<file path="src/rtl/regfile_mp.sv">
// Multi-port register file with a power-up/reset clear sequence, same-cycle
// write forwarding and a per-register pending scoreboard.
module regfile_mp #(
    parameter int N        = 32,
    parameter int W        = 32,
    parameter int NR       = 2,
    parameter int NW       = 2,
    parameter int ZERO_REG = 0,
    parameter int FWD      = 1,
    localparam int AW      = $clog2(N)
) (
    input  logic                  clk,
    input  logic                  rst,
    input  logic [NW-1:0]         wen,
    input  logic [NW-1:0][AW-1:0] waddr,
    input  logic [NW-1:0][W-1:0]  wdata,
    input  logic [NR-1:0][AW-1:0] raddr,
    output logic [NR-1:0][W-1:0]  rdata,
    output logic [NR-1:0]         rpend,
    input  logic                  set_en,
    input  logic [AW-1:0]         set_addr,
    output logic                  ready
);

    localparam logic [AW-1:0] ZA   = AW'(ZERO_REG);
    localparam logic [AW-1:0] LAST = AW'(N - 1);

    typedef enum logic {INIT, RUN} state_t;

    state_t        state, state_nxt;
    logic [AW-1:0] idx, idx_nxt;
    logic [W-1:0]  regs [N];
    logic [N-1:0]  pending;
    logic [NW-1:0] wr_acc;

    always_ff @(posedge clk) begin
        if (rst) begin
            state <= INIT;
            idx   <= '0;
        end else begin
            state <= state_nxt;
            idx   <= idx_nxt;
        end
    end

    always_comb begin
        state_nxt = state;
        idx_nxt   = idx;
        case (state)
            INIT: begin
                idx_nxt = idx + 1'b1;
                if (idx == LAST) begin
                    state_nxt = RUN;
                    idx_nxt   = '0;
                end
            end
            RUN:     state_nxt = RUN;
            default: state_nxt = INIT;
        endcase
    end

    assign ready = (state == RUN);

    // A write is only accepted in RUN and never in a reset cycle.
    always_comb begin
        for (int k = 0; k < NW; k++) begin
            wr_acc[k] = ready && !rst && wen[k] && (waddr[k] != ZA);
        end
    end

    // Later ports are assigned last, so the highest-index port wins a collision.
    always_ff @(posedge clk) begin
        if (state == INIT) begin
            regs[idx] <= '0;
        end else begin
            for (int k = 0; k < NW; k++) begin
                if (wr_acc[k]) regs[waddr[k]] <= wdata[k];
            end
        end
    end

    // Set is applied after the write-clears so it wins on the same address.
    always_ff @(posedge clk) begin
        if (rst) begin
            pending <= '0;
        end else if (ready) begin
            for (int k = 0; k < NW; k++) begin
                if (wr_acc[k]) pending[waddr[k]] <= 1'b0;
            end
            if (set_en && set_addr != ZA) pending[set_addr] <= 1'b1;
        end
    end

    always_comb begin
        for (int i = 0; i < NR; i++) begin
            rdata[i] = '0;
            rpend[i] = 1'b0;
            if (ready && raddr[i] != ZA) begin
                rdata[i] = regs[raddr[i]];
                rpend[i] = pending[raddr[i]];
                if (FWD != 0) begin
                    for (int k = 0; k < NW; k++) begin
                        if (wr_acc[k] && waddr[k] == raddr[i]) begin
                            rdata[i] = wdata[k];
                            rpend[i] = 1'b0;
                        end
                    end
                end
            end
        end
    end

endmodule

</file>
<file path="config.mk">
export PLATFORM = sky130hd
export DESIGN_NAME = regfile_mp
export DESIGN_NICKNAME = d
export VERILOG_FILES = /design/src/rtl/regfile_mp.sv
export SDC_FILE = /design/constraint.sdc
export NUM_CORES = 2
export LEC_CHECK = 0
export CAP_MARGIN = 20
export CORE_AREA = 8 8 332 334
export CTS_CLUSTER_SIZE = 24
export DETAILED_ROUTE_END_ITERATION = 8
export DIE_AREA = 0 0 340 342
export PLACE_DENSITY = 0.75
export SLEW_MARGIN = 20
export SYNTH_ARGS = -nofsm -noshare
export SYNTH_HDL_FRONTEND = slang
export SYNTH_SLANG_ARGS = --single-unit
</file>
<file path="constraint.sdc">
create_clock -name clk -period 10.18 [get_ports clk]
set_input_delay 2.036 -clock clk [delete_from_list [all_inputs] [get_ports clk]]
set_output_delay 2.036 -clock clk [all_outputs]
set_load 0.02 [all_outputs]
</file>
==> flow_summary.json <==
{
  "start_kind": "input port",
  "root_buffer": "clkbuf_16",
  "syn_inst": 5976,
  "placed_cell_area_um2": 64700,
  "hold_viol": 0,
  "critPathMaxFanout": 20,
  "syn_area_per_cell_um2": 10.5,
  "die_w_um": 340,
  "arrival_ns": 6.55,
  "drc_errors": 0,
  "wl_met2_mm": 102,
  "mostFrequentLayoutCells": "1291 x nand2_1, 1024 x edfxtp_1, 996 x o21ai_0, 630 x mux2i_1, 250 x o22ai_1",
  "routedWlPerCell_um": 32.6,
  "htree_num_levels": 3,
  "netSwitchingFraction": 0.240,
  "numPortBuffers": 160,
  "ant_nets": 0,
  "grt-ovfl-total": 0,
  "synth_seq_cells": 1062,
  "synth_cell_types": 66,
  "max_slew_margin": 0.192,
  "coreArea_um2": 105000,
  "drive_gt1_frac": 0.132,
  "status": "finished, final reports clean",
  "worstMarginPinSlew_ns": 1.21,
  "area_growth_pct": 9.20,
  "synth_nets": 6072,
  "final_common_cell": "nand2_1",
  "clock_latency_ns": 0.73,
  "detailedPlace.worstSlack_ns": 1.77,
  "intPower_mw": 7.32,
  "final_nets": 5792,
  "rows": 119,
  "period_minus_slack_ns": 8.59,
  "drv_slew": 0,
  "synth-seq-area-share": 0.504,
  "fin_crit_sh": 0.844,
  "utilization": 0.652,
  "skew_ns": 0.0138,
  "synth_edf_count": 1024,
  "setup_tns_ns": 0,
  "drt_iter0_drc": 9174,
  "async_flop_share": 0,
  "dp_hpwl_mm": 136,
  "drv_cap": 0,
  "netlist_area_um2": 62500,
  "top_layer": "met5",
  "wl_met1_mm": 74.6,
  "hold_ws_ns": 0.493,
  "clockPowerShare": 0.424,
  "synth_flop_cell": "edfxtp_1",
  "start_util": 0.598,
  "grt_start_max_net_pins": 88,
  "grt_pass1_vias": 50600,
  "cts_tree": "built",
  "clockBufferDepth": 3,
  "p_per_area_nw_per_um2": 141,
  "p_sw_mw": 2.31,
  "final_area_um2": 68300,
  "endpoint_kind": "output pin",
  "clk_transition_reported_paths_ns": 0.06,
  "worstPathRequired_ns": 8.14,
  "met3WireLength_mm": 37.8,
  "crit_type": "input port to output pin",
  "vias_per_cell": 7.30,
  "grt_antenna_before_repair": 9,
  "vdd.ir_drop.worst_mv": 0.146,
  "leakage_nw": 24.3,
  "cts_sinks": 1062,
  "setup_ws_ns": 1.59,
  "ios": 161,
  "multi_input_area_um2": 28400,
  "die_h_um": 342,
  "die_area_um2": 116000,
  "num_vias": 52500,
  "grt_usage": 0.389,
  "ys.warnings.count": 0,
  "totalWireLength_mm": 235,
  "max_freq_mhz": 116,
  "pwr-share-seq": 0.497,
  "p_comb_frac": 0.079,
  "cts_resized": 0,
  "gp_congestion": 0.942,
  "grt_pass1_wl_mm": 334,
  "cts_hold_buf": 0,
  "drt_pass1_iterations": 8,
  "r2r.worst_path.cells": 6,
  "post_cts_buffers": 0,
  "holdPathStages": 1,
  "finalSetupViolations": 0,
  "hold_path.class": "register to register",
  "cts_made_buffers": 112,
  "rsz0062_at_grt": "false",
  "regArea_um2": 31500,
  "num-fill-cells": 7801
}
## registers in the layout, summed over array words and instances (netlist names)
name     flops
idx          5
pending     32
ready        1
regs      1024
## final timing paths
kind,start,endpoint,slack [ns]
setup reg to reg,ready$_SDFF_PP0_,regs[7][10]$_DFFE_PP_,5.33
hold reg to reg,pending[0]$_SDFFE_PP0P_,pending[0]$_SDFFE_PP0P_,0.49
hold / removal,pending[0]$_SDFFE_PP0P_,pending[0]$_SDFFE_PP0P_,0.49
setup / recovery,raddr[8],rdata[63],1.59
## stage by stage
step | total power, mW | cells
2_1_floorplan | 5.34 | 5976
3_3_place_gp | 5.60 | 6969
3_5_place_dp | 5.61 | 6969
4_1_cts | 9.58 | 7176
5_1_grt | 9.79 | 7180
6_report | 9.63 | 7188
## per-layer routing
metal	GRT usage	vias to the layer above
li1	-	21600
met1	0.463	24700
met2	0.586	4902
met3	0.137	1354
met4	0.278	8
met5	0	-
## critical path, stage by stage
cell and delay (ns):
clkdlybuf4s50_1 1.04, nand4bb_2 1.35, buf_4 0.59, o22ai_1 0.16
nor2_1 0.08, nand4_1 0.09, nor2_1 0.06, o21ai_1 0.40
clkdlybuf4s50_1 0.70
## area by class of cell
| cell class | count | area share |
|---|---|---|
| Sequential cell | 1062 | 0.461 |
| Antenna cell | 8 | 0.000293 |
| Timing Repair Buffer | 324 | 0.0423 |
| Tap cell | 1391 | 0.0255 |
| Inverter | 43 | 0.00236 |
| Clock buffer | 138 | 0.0431 |
| Multi-Input combinational cell | 4153 | 0.416 |
| Clock inverter | 69 | 0.00903 |
## power groups by stage
stage	Combinational (mW)	Clock [mW]	Sequential [mW]
floorplan	0.467	0	4.87
detailed placement	0.728	0	4.88
CTS	0.729	4.06	4.79
finish	0.763	4.08	4.79
global route	0.770	4.23	4.79
global placement	0.724	0	4.88
## cells by family (layout without fill, tap and decap cells)
kind of cell               Yosys count  in the layout  share of synthesized area
muxes                              852            852                      0.180
buffers and inverters              761            574                     0.0531
other                                0              8                          0
adders and majority gates            2              2                   0.000400
DFF                               1062           1062                      0.504
and+or+nand+nor                   1672           1672                      0.110
xor gates and xnor gates            20             20                    0.00280
AOI/OAI and AO/OA                 1607           1607                      0.150
## synthesized netlist by cell type, types with 64 or more instances
cell,number,area share
buf_2,211,0.017
clkbuf_1,442,0.027
edfxtp_1,1024,0.49
mux2i_1,630,0.10
mux4_2,218,0.079
nand2_1,1293,0.078
nand4_1,64,0.0064
nor2_1,195,0.012
o2111ai_1,64,0.0090
o21ai_0,1000,0.080
o21ai_2,108,0.015
o22ai_1,267,0.027
Note: power is estimated with default switching activity, not from simulation.
